--- config.mk ---
export PLATFORM = sky130hd
export DESIGN_NAME = pc_fetch_unit_flat
export DESIGN_NICKNAME = d
export VERILOG_FILES = /design/src/rtl/pc_fetch_unit_if.sv /design/src/rtl/pc_fetch_unit.sv /design/src/flat_wrapper.sv
export SDC_FILE = /design/constraint.sdc
export NUM_CORES = 1
export LEC_CHECK = 0
export ABC_AREA = 1
export ABC_CLOCK_PERIOD_IN_PS = 6700
export BUFFER_PORTS_ARGS = -buffer_cell sky130_fd_sc_hd__buf_2
export CORE_MARGIN = 2
export CORE_UTILIZATION = 56
export DETAILED_ROUTE_END_ITERATION = 8
export HOLD_SLACK_MARGIN = 0.05
export PLACE_DENSITY = 0.92
export SLEW_MARGIN = 20
export SYNTH_ARGS = -nofsm -noshare
export SYNTH_HDL_FRONTEND = slang
export SYNTH_SLANG_ARGS = --single-unit
--- constraint.sdc ---
create_clock -name clk -period 6.7 [get_ports clk]
set_clock_uncertainty 0.1 [all_clocks]
set_input_delay 0.335 -clock clk [delete_from_list [all_inputs] [get_ports clk]]
set_output_delay 0.335 -clock clk [all_outputs]
set_load 0.02 [all_outputs]
--- src/rtl/pc_fetch_unit_if.sv ---
// ----------------------------------------------------------------------------
// pc_fetch_unit_if
// Avalon-style instruction fetch bus between the fetch unit and the
// instruction memory.
//   instr_address     master -> slave  fetch address
//   instr_read        master -> slave  fetch request
//   instr_waitrequest slave  -> master 1 = memory not ready, hold the request
//   instr_readdata    slave  -> master fetched word
// ----------------------------------------------------------------------------
interface pc_fetch_unit_if #(
  parameter int unsigned ADDR_W = 32
);
  logic [ADDR_W-1:0] instr_address;
  logic              instr_read;
  logic              instr_waitrequest;
  logic [31:0]       instr_readdata;

  modport master (
    output instr_address,
    output instr_read,
    input  instr_waitrequest,
    input  instr_readdata
  );

  modport slave (
    input  instr_address,
    input  instr_read,
    output instr_waitrequest,
    output instr_readdata
  );
endinterface

--- src/rtl/pc_fetch_unit.sv ---
// ----------------------------------------------------------------------------
// pc_fetch_unit
// Owns the program counter, fetches instructions over an Avalon-style port
// with wait states, latches one instruction per EXEC cycle and executes MIPS
// branch delay slots (the instruction after a redirect always runs before
// the redirect target).
//
// Optional feature macro: ALIGN_CHECK_EN
//   defined   : a redirect target with target[1:0] != 0 lets the delay slot
//               run, then enters FAULT (fault_o=1, active_o=0, no fetch).
//   undefined : target[1:0] is forced to 2'b00 and fault_o is tied 0.
//
// Ports
//   clk, reset      clock; synchronous active-high reset (beats clk_enable)
//   clk_enable_i    0 -> every register holds
//   ibus            fetch bus (master modport of pc_fetch_unit_if)
//   instr_out_o     latched instruction (IR)
//   instr_valid_o   IR valid for execution this cycle
//   stall_i         datapath not ready, hold EXEC
//   br_taken_i      conditional branch taken, target pc+4+sext(imm)<<2
//   jump_i          J/JAL, target {pc4[top], instr[25:0], 2'b00}
//   jr_i            JR/JALR, target jr_target_i
//   jr_target_i     register target
//   link_addr_o     pc+8 of the instruction in EXEC
//   active_o        0 once halted or faulted
//   fault_o         misaligned redirect seen
// ----------------------------------------------------------------------------
module pc_fetch_unit #(
  parameter int unsigned        ADDR_W       = 32,
  parameter logic [ADDR_W-1:0]  RESET_VECTOR = ADDR_W'(32'hBFC00000),
  parameter logic [ADDR_W-1:0]  HALT_ADDR    = ADDR_W'(32'h00000000)
) (
  input  logic                clk,
  input  logic                reset,
  input  logic                clk_enable_i,
  pc_fetch_unit_if.master     ibus,
  output logic [31:0]         instr_out_o,
  output logic                instr_valid_o,
  input  logic                stall_i,
  input  logic                br_taken_i,
  input  logic                jump_i,
  input  logic                jr_i,
  input  logic [ADDR_W-1:0]   jr_target_i,
  output logic [ADDR_W-1:0]   link_addr_o,
  output logic                active_o,
  output logic                fault_o
);

  typedef enum logic [2:0] {
    S_IDLE  = 3'd0,
    S_FETCH = 3'd1,
    S_EXEC  = 3'd2,
    S_HALT  = 3'd3,
    S_FAULT = 3'd4
  } state_t;

  state_t            state_q, state_d;
  logic [ADDR_W-1:0] pc_q, pc_d;
  logic [31:0]       ir_q, ir_d;
  logic              pend_q, pend_d;
  logic [ADDR_W-1:0] tgt_q, tgt_d;
  logic              read_q, valid_q, active_q, fault_q;

  logic [ADDR_W-1:0] pc4_s;
  logic [ADDR_W-1:0] next_pc_s;
  logic              misaligned_s;

  // Branch target: pc+4 plus the sign-extended word offset; wraps naturally.
  function automatic logic [ADDR_W-1:0] branch_target(
    input logic [ADDR_W-1:0] pc4,
    input logic [31:0]       instr
  );
    logic [17:0] off;
    off = {instr[15:0], 2'b00};
    return pc4 + {{(ADDR_W-18){off[17]}}, off};
  endfunction

  // Jump target: keep pc+4 bits above 27, replace the low 28 bits.
  function automatic logic [ADDR_W-1:0] jump_target(
    input logic [ADDR_W-1:0] pc4,
    input logic [31:0]       instr
  );
    logic [ADDR_W-1:0] high_mask;
    high_mask = ~ADDR_W'(28'hFFFFFFF);
    return (pc4 & high_mask) | ADDR_W'({instr[25:0], 2'b00});
  endfunction

  // Without the alignment checker the low two target bits are discarded.
  function automatic logic [ADDR_W-1:0] fix_align(input logic [ADDR_W-1:0] t);
`ifdef ALIGN_CHECK_EN
    return t;
`else
    return {t[ADDR_W-1:2], 2'b00};
`endif
  endfunction

  assign pc4_s = pc_q + ADDR_W'(32'd4);

`ifdef ALIGN_CHECK_EN
  assign misaligned_s = (tgt_q[1:0] != 2'b00);
`else
  assign misaligned_s = 1'b0;
`endif

  // Next-state, PC, IR and delay-slot bookkeeping.
  always_comb begin
    state_d   = state_q;
    pc_d      = pc_q;
    ir_d      = ir_q;
    pend_d    = pend_q;
    tgt_d     = tgt_q;
    next_pc_s = pc4_s;
    case (state_q)
      S_IDLE: begin
        state_d = S_FETCH;
      end
      S_FETCH: begin
        if (!ibus.instr_waitrequest) begin
          ir_d    = ibus.instr_readdata;
          state_d = S_EXEC;
        end else begin
          state_d = S_FETCH;
        end
      end
      S_EXEC: begin
        if (stall_i) begin
          state_d = S_EXEC;
        end else begin
          if (pend_q) begin
            // Current instruction is a delay slot: go to the stored target and
            // ignore any redirect it might request.
            next_pc_s = tgt_q;
            pend_d    = 1'b0;
          end else if (jr_i) begin
            pend_d = 1'b1;
            tgt_d  = fix_align(jr_target_i);
          end else if (jump_i) begin
            pend_d = 1'b1;
            tgt_d  = fix_align(jump_target(pc4_s, ir_q));
          end else if (br_taken_i) begin
            pend_d = 1'b1;
            tgt_d  = fix_align(branch_target(pc4_s, ir_q));
          end else begin
            pend_d = 1'b0;
          end
          if (pend_q && misaligned_s) begin
            state_d = S_FAULT;
          end else begin
            pc_d = next_pc_s;
            if (next_pc_s == HALT_ADDR) begin
              state_d = S_HALT;
            end else begin
              state_d = S_FETCH;
            end
          end
        end
      end
      S_HALT: begin
        state_d = S_HALT;
      end
      S_FAULT: begin
        state_d = S_FAULT;
      end
      default: begin
        state_d = S_IDLE;
      end
    endcase
  end

  // State, datapath registers and registered status outputs.
  always_ff @(posedge clk) begin
    if (reset) begin
      state_q  <= S_IDLE;
      pc_q     <= RESET_VECTOR;
      ir_q     <= 32'h00000000;
      pend_q   <= 1'b0;
      tgt_q    <= '0;
      read_q   <= 1'b0;
      valid_q  <= 1'b0;
      active_q <= 1'b1;
      fault_q  <= 1'b0;
    end else if (clk_enable_i) begin
      state_q  <= state_d;
      pc_q     <= pc_d;
      ir_q     <= ir_d;
      pend_q   <= pend_d;
      tgt_q    <= tgt_d;
      read_q   <= (state_d == S_FETCH);
      valid_q  <= (state_d == S_EXEC);
      active_q <= (state_d != S_HALT) && (state_d != S_FAULT);
      fault_q  <= (state_d == S_FAULT);
    end
  end

  assign ibus.instr_address = pc_q;
  assign ibus.instr_read    = read_q;
  assign instr_out_o        = ir_q;
  assign instr_valid_o      = valid_q;
  assign link_addr_o        = pc_q + ADDR_W'(32'd8);
  assign active_o           = active_q;
`ifdef ALIGN_CHECK_EN
  assign fault_o            = fault_q;
`else
  assign fault_o            = 1'b0;
`endif

endmodule

--- src/flat_wrapper.sv ---
// flat-port wrapper written by rule: the top's interface ports become plain ports
module pc_fetch_unit_flat 
#(
  parameter int unsigned        ADDR_W       = 32,
  parameter logic [ADDR_W-1:0]  RESET_VECTOR = ADDR_W'(32'hBFC00000),
  parameter logic [ADDR_W-1:0]  HALT_ADDR    = ADDR_W'(32'h00000000)
)
  (clk, reset, clk_enable_i, instr_out_o, instr_valid_o, stall_i, br_taken_i, jump_i, jr_i, jr_target_i, link_addr_o, active_o, fault_o, ibus_instr_address, ibus_instr_read, ibus_instr_waitrequest, ibus_instr_readdata);
  pc_fetch_unit_if #(.ADDR_W(ADDR_W)) ibus_i ();
  input  logic clk;
  input  logic reset;
  input  logic clk_enable_i;
  output logic [31:0] instr_out_o;
  output logic instr_valid_o;
  input  logic stall_i;
  input  logic br_taken_i;
  input  logic jump_i;
  input  logic jr_i;
  input  logic [ADDR_W-1:0] jr_target_i;
  output logic [ADDR_W-1:0] link_addr_o;
  output logic active_o;
  output logic fault_o;
  output wire logic [$bits(ibus_i.instr_address)-1:0] ibus_instr_address;
  output wire logic [$bits(ibus_i.instr_read)-1:0] ibus_instr_read;
  input wire logic [$bits(ibus_i.instr_waitrequest)-1:0] ibus_instr_waitrequest;
  input wire logic [$bits(ibus_i.instr_readdata)-1:0] ibus_instr_readdata;
  assign ibus_instr_address = ibus_i.instr_address;
  assign ibus_instr_read = ibus_i.instr_read;
  assign ibus_i.instr_waitrequest = ibus_instr_waitrequest;
  assign ibus_i.instr_readdata = ibus_instr_readdata;
  pc_fetch_unit #(.ADDR_W(ADDR_W), .RESET_VECTOR(RESET_VECTOR), .HALT_ADDR(HALT_ADDR)) u_core (.clk(clk), .reset(reset), .clk_enable_i(clk_enable_i), .ibus(ibus_i), .instr_out_o(instr_out_o), .instr_valid_o(instr_valid_o), .stall_i(stall_i), .br_taken_i(br_taken_i), .jump_i(jump_i), .jr_i(jr_i), .jr_target_i(jr_target_i), .link_addr_o(link_addr_o), .active_o(active_o), .fault_o(fault_o));
endmodule
==> qor.yml, run 1 <==
outcome: "completed"
fin_area_um2: 8820
synth_top_family_by_area: "simple AND/OR/NAND/NOR gates"
drtIter0Drc: 914
synth_simple_gate_area_share_pct: 33.3
grt_pass1_wl_um: 39400
post_dp_cell_area_um2: 8500
power_per_cell_area_nw_per_um2: 154
cap_viol_max_count: 0
p_comb_share_pct: 14.7
path_max_fanout: 7
clock_latency_ns: 0.36
die_w_um: 121
seq_area_frac_synth_pct: 26.5
antenna_found_initial: 0
dieArea_um2: 14600
totalPowerFinal_uw: 1360
h-tree-depth: 3
dp.cells: 1501
area_growth_pct: 15.7
grt_max_degree: 54
ys_ff_latch: 101
topRoutingLayerUsed: "met4"
grt_usage_pct: 34.3
clk_path_buf_depth: 2
start_util_pct: 57.5
final-instance-count-excl-fill: 1518
synth_top_area_share_pct: 26.5
finalMaxSlewViolations: 0
p_sw_uw: 413
peakVddDrop_mv: 0.187
synth_xor_area_share_pct: 5.52
numCtsBuffers: 9
wirelength_met1_um: 10100
drive_gt1_share_pct: 17.4
slew_headroom_pct: 29.0
vias: 8783
grt_pass1_vias: 8042
async_flop_share_pct: 0
yosys_warnings: 0
grt_setup_unrepaired: "no"
holdBufCountCts: 0
cell_internal_pwr_uw: 946
hpwl_um: 19100
routedWlPerCell_um: 16.6
fin_crit_sh_pct: 58.8
cts_sinks: 101
ys_types: 46
io-pin-count: 172
critPathRequiredTime_ns: 6.82
worstMarginPinSlew_ns: 1.06
num_rows: 42
path_clk_slew_ns: 0.08
yosys_most_used_dff: "dfxtp_1"
wl_um: 25300
synth_edf_count: 0
dieHeight_um: 121
start_kind: "flop"
cts_tree: "built"
routabilityCongestion: 0.988
synth_compound_area_share_pct: 21.0
critical_path_arrival_ns: 4.06
coreArea_um2: 13200
hold_class: "in -> reg"
synth_cells: 1203
cts-resized-gates: 0
synth_fa_ha_area_share_pct: 5.35
syn_area_um2: 7620
avgViaCountPerCell: 5.79
cts_setup_buffers: 0
synth_most_common_cell: "nand2_1"
leakage_uw: 0.00430
yosys-mux-area-fraction_pct: 0.263
nFillCells: 1247
avgSynthCellArea_um2: 6.33
fin_nets: 1441
endpoint_kind: "flop"
dr_wl_met3_um: 2180
criticalPathCategory: "reg -> reg"
syn_nets: 1307
power_frac_clock_pct: 39.2
portBuffers: 168
n_antenna_cell: 0
remaining_drc_errors: 0
wl_met2_um: 11900
gr-total-overflow: 0
fmax_mhz: 254
switching_share_pct: 30.4
seq_power_share_pct: 46.2
synth_largest_area_cell: "dfxtp_1"
synth.area.top_cells: "dfxtp_1 (27%), nand2_1 (15%), nor2_1 (8.2%), a21oi_1 (6.4%), o21ai_0 (5.8%)"
cts_root_buf: "clkbuf_16"
drt-pass1-iter-count: 6
hold_viol: 0
antenna_left: 0
finalSetupTns_ns: 0
synth_common_cells: "nand2_1 (298), nor2_1 (166), dfxtp_1 (101), a21oi_1 (98), inv_1 (98)"
setup_viol: 0
layout_min_cycle_time_ns: 3.94
sequential cells by signal (all words and copies together), names as in the netlist:
name                       flops
u_core.state_q                 3
u_core.instr_valid_o           1
u_core.ibus.instr_read         1
u_core.instr_out_o            32
u_core.ibus.instr_address     32
u_core.tgt_q                  30
u_core.pend_q                  1
u_core.active_o                1
critical path: stages, from the launching register on:
cell      delay, ns
dfxtp_1        0.47
ha_1           0.27
nand2_1        0.19
nor2_4         0.30
xor2_1         0.42
ha_1           0.36
a21oi_1        0.19
a21boi_0       0.40
o21ai_0        0.23
nand4_1        0.14
nand3_1        0.15
or2_2          0.30
nand3_1        0.06
nand2_1        0.08
nand2_1        0.07
a21oi_1        0.06
path summary, 6_finish.rpt:
path	endpoint	start	slack, ns	cells after the start
max	u_core.tgt_q[26]$_SDFFE_PP0P_	u_core.ibus.instr_address[4]$_SDFFE_PP0P_	2.76	15
min	u_core.instr_out_o[18]$_SDFFE_PP0P_	ibus_instr_readdata[18]	0.12	3
max reg2reg	u_core.tgt_q[26]$_SDFFE_PP0P_	u_core.ibus.instr_address[4]$_SDFFE_PP0P_	2.76	15
min reg2reg	u_core.tgt_q[31]$_SDFFE_PP0P_	u_core.tgt_q[31]$_SDFFE_PP0P_	0.37	2
placed cells by master (no fill, tap or decap), drive strengths merged:
cell | Yosys | routed
a21o | 9 | 9
nor3 | 6 | 6
clkinv | 2 | 4
a21boi | 3 | 3
o21bai | 5 | 5
o21ai | 94 | 94
nor4 | 1 | 1
conb | 1 | 1
o221ai | 1 | 1
o21a | 3 | 3
or2 | 6 | 6
nand3 | 66 | 66
o211ai | 38 | 38
nand4 | 8 | 8
nand3b | 2 | 2
a211oi | 3 | 3
ha | 31 | 31
inv | 101 | 105
a21oi | 100 | 100
and2 | 10 | 10
o311ai | 1 | 1
buf | 9 | 173
a31oi | 8 | 8
fa | 1 | 1
xor2 | 34 | 34
xnor2 | 14 | 14
o31ai | 1 | 1
clkbuf | 41 | 9
nand2 | 308 | 308
clkinvlp | 0 | 1
mux2i | 2 | 2
o2111ai | 1 | 1
dfxtp | 101 | 101
nor2 | 184 | 184
a221oi | 8 | 8
power by group through the flow:
| stage | sequential, µW | clock, µW | combinational [µW] |
|---|---|---|---|
| after floorplan | 651 | 0 | 118 |
| after global placement | 641 | 0 | 191 |
| after detailed placement | 641 | 0 | 194 |
| final | 627 | 532 | 199 |
| after CTS | 627 | 532 | 196 |
| after global routing | 629 | 555 | 221 |
cell type report:
cell class	instances	area (µm²)	share of cell area, %
Timing Repair Buffer	173	898	10.2
Sequential cell	101	2020	22.9
Inverter	103	387	4.39
Multi-Input combinational cell	949	5000	56.7
Tap cell	176	220	2.50
Clock buffer	9	225	2.55
Clock inverter	7	66.3	0.752
per-stage QoR:
step	hold WS, ns	utilization, %	worst slack (ns)
2_1_floorplan	0.341	-	3.55
3_3_place_gp	0.353	64.2	2.99
3_5_place_dp	0.355	64.2	2.90
4_1_cts	0.111	66.4	2.85
5_1_grt	0.131	66.6	2.57
6_report	0.115	66.6	2.76
logic make-up after synthesis:
family / count (synthesis)
simple gates: 591
compound gates: 275
buf+inv: 153
flops: 101
xor+xnor: 48
fa+ha+maj: 32
mux: 2
other cells: 1
per-layer routing:
metal,vias up,track usage (%)
li1,4258,-
met1,4005,42.5
met2,445,57.5
met3,75,6.42
met4,0,15.7
met5,-,0
Power figures use the tool's default switching activity.
==> inputs of run 2 (changes only) <==
- ABC_CLOCK_PERIOD_IN_PS: 6700 -> 4050
- clock period: 6.7 -> 4.05 ns (I/O delays scaled with it)
==> run 2 against run 1 <==
Compared with the run above: sequential share of layout area fell by 1.0 points; combinational power increased by 81%; register-to-register slack lost 2.5 ns; core utilization is 3.1 points higher; power up 75%; routed wire length grew 1.9%; fmax up 5.1%; clock-buffer cell count up 1; die area stayed put; critical path type unchanged; largest cell class unchanged.
==> qor.yml, run 2 (synthesis results as in run 1) <==
p_sw_uw: 667  # +61%
power_per_cell_area_nw_per_um2: 257  # +67%
outcome: "completed"
layout_common_cells: "nand2_1 (298), buf_2 (168), nor2_1 (166)"
leakage_uw: 0.00448  # +4.0%
clock_latency_ns: 0.36  # about the same
cts_tree: "built"
clk_path_buf_depth: 2  # unchanged
seq_power_share_pct: 43.8  # -2.4 points
h-tree-depth: 3  # unchanged
portBuffers: 168  # unchanged
critical_path_arrival_ns: 3.88  # -0.18 ns
vias: 8924  # +1.6%
grt_setup_unrepaired: "no"
routabilityCongestion: 0.965  # -2.4%
critPathRequiredTime_ns: 4.18  # -2.64 ns
fin_nets: 1481  # +2.8%
grt_pass1_wl_um: 40300  # +2.4%
finalSetupTns_ns: 0  # unchanged
criticalPathCategory: "reg -> reg"
worstMarginPinSlew_ns: 1.01  # -0.0569 ns
power_frac_clock_pct: 41.0  # +1.8 points
avgViaCountPerCell: 5.73  # -1.0%
hpwl_um: 18900  # -1.4%
peakVddDrop_mv: 0.198  # +5.9%
grt_pass1_vias: 8394  # +4.4%
dieArea_um2: 14600  # unchanged
cts_setup_buffers: 0  # unchanged
gr-total-overflow: 0  # unchanged
fmax_mhz: 267  # +5.1%
io-pin-count: 172  # unchanged
cell_internal_pwr_uw: 1700  # +80%
cts_sinks: 101  # unchanged
p_comb_share_pct: 15.2  # +0.5 points
coreArea_um2: 13200  # unchanged
remaining_drc_errors: 0  # unchanged
finalMaxSlewViolations: 0  # unchanged
layout_min_cycle_time_ns: 3.75  # -0.189 ns
drt-pass1-iter-count: 8  # +2
cap_viol_max_count: 0  # unchanged
wl_um: 25700  # +1.9%
routedWlPerCell_um: 16.5  # -0.68%
antenna_left: 0  # unchanged
num_rows: 42  # unchanged
drive_gt1_share_pct: 17.1  # -0.36 points
dieHeight_um: 121  # unchanged
grt_max_degree: 53  # -1.9%
fin_crit_sh_pct: 92.6  # +34 points
drtIter0Drc: 978  # +7.0%
slew_headroom_pct: 32.8  # +3.8 points
n_antenna_cell: 0  # unchanged
grt_usage_pct: 34.9  # +0.62 points
antenna_found_initial: 0  # unchanged
switching_share_pct: 28.1  # -2.3 points
hold_class: "in -> reg"
nFillCells: 1157  # -7.2%
start_kind: "flop"
dp_worst_setup_slack_ns: 0.379  # -2.52 ns
setup_viol: 0  # unchanged
path_max_fanout: 7  # unchanged
final_common_cell: "nand2_1"
endpoint_kind: "flop"
finalWorstSetupSlack_ns: 0.300  # -2.46 ns
path_clk_slew_ns: 0.08  # about the same
cts_root_buf: "clkbuf_16"
die_w_um: 121  # unchanged
area_growth_pct: 21.1
hold_viol: 0  # unchanged
numCtsBuffers: 9  # unchanged
start_util_pct: 57.5  # unchanged
## run 2: cell types whose count changed in the layout (fill, tap and decap cells not counted)
| cell | before | now |
|---|---|---|
| clkbuf_1 | 0 | 1 |
| clkinvlp_4 | 1 | 2 |
| dlygate4sd3_1 | 0 | 37 |
| bufinv_16 | 0 | 2 |
| clkinv_2 | 1 | 0 |
| buf_4 | 4 | 8 |
| buf_16 | 1 | 0 |
| clkinv_8 | 1 | 0 |
| inv_6 | 3 | 1 |
## run 2: final cells by class
| cell class | instances | area, µm² | share of cell area [%] |
|---|---|---|---|
| Timing Repair Buffer | 213 | 1270 | 13.8 |
| Multi-Input combinational cell | 949 | 5000 | 54.2 |
| Tap cell | 176 | 220 | 2.39 |
| Inverter | 103 | 387 | 4.19 |
| Sequential cell | 101 | 2020 | 21.9 |
| Clock inverter | 6 | 95.1 | 1.03 |
| Clock buffer | 10 | 229 | 2.48 |
## run 2: what timing repair did
action                    CTS  global route
hold buffers               37             0
resized for setup           0             0
hold endpoints to repair   37             0
## run 2: path summary, 6_finish.rpt
kind | startpoint | end | slack [ns] | cells past startpoint
min reg2reg | u_core.tgt_q[30]$_SDFFE_PP0P_ | u_core.tgt_q[30]$_SDFFE_PP0P_ | 0.37 | 2
max reg2reg | u_core.ibus.instr_address[4]$_SDFFE_PP0P_ | u_core.tgt_q[26]$_SDFFE_PP0P_ | 0.30 | 15
min | clk_enable_i | u_core.instr_valid_o$_SDFFE_PP0P_ | 0.05 | 3
max | u_core.ibus.instr_address[4]$_SDFFE_PP0P_ | u_core.tgt_q[26]$_SDFFE_PP0P_ | 0.30 | 15
## run 2: metrics by stage
step | area (µm²) | total power, µW | std cells | utilization (%) | hold slack (ns)
2_1_floorplan | 7620 | 1270 | 1203 | - | 0.230
3_3_place_gp | 8530 | 1380 | 1505 | 64.4 | 0.350
3_5_place_dp | 8530 | 1380 | 1505 | 64.4 | 0.356
4_1_cts | 9220 | 2360 | 1558 | 69.6 | 0.0504
5_1_grt | 9220 | 2440 | 1558 | 69.6 | 0.0743
6_report | 9220 | 2370 | 1558 | 69.6 | 0.0529
## run 2: layer usage
| layer | vias to the layer above | share of wire, % | global-route usage, % |
|---|---|---|---|
| li1 | 4333 | - | - |
| met1 | 4010 | 39 | 41.9 |
| met2 | 483 | 46 | 58.6 |
| met3 | 98 | 8.6 | 4.81 |
| met4 | 0 | 6.0 | 21.8 |
| met5 | - | 0 | 0 |
## run 2: worst max-delay path, cell delays in order (launching register included)
cell      delay [ns]
dfxtp_1         0.45
ha_1            0.26
nand2_1         0.18
nor2_4          0.29
xor2_1          0.37
ha_1            0.36
a21oi_1         0.18
a21boi_0        0.34
o21ai_0         0.24
nand4_1         0.14
nand3_1         0.14
or2_2           0.31
nand3_1         0.07
nand2_1         0.09
nand2_1         0.06
a21oi_1         0.05
## run 2: power groups by stage
stage	Clock [µW]	Sequential, µW	Combinational (µW)
after floorplan	0	1080	196
after global placement	0	1060	316
after detailed placement	0	1060	322
after CTS	967	1040	351
after global routing	1000	1040	397
final	973	1040	361
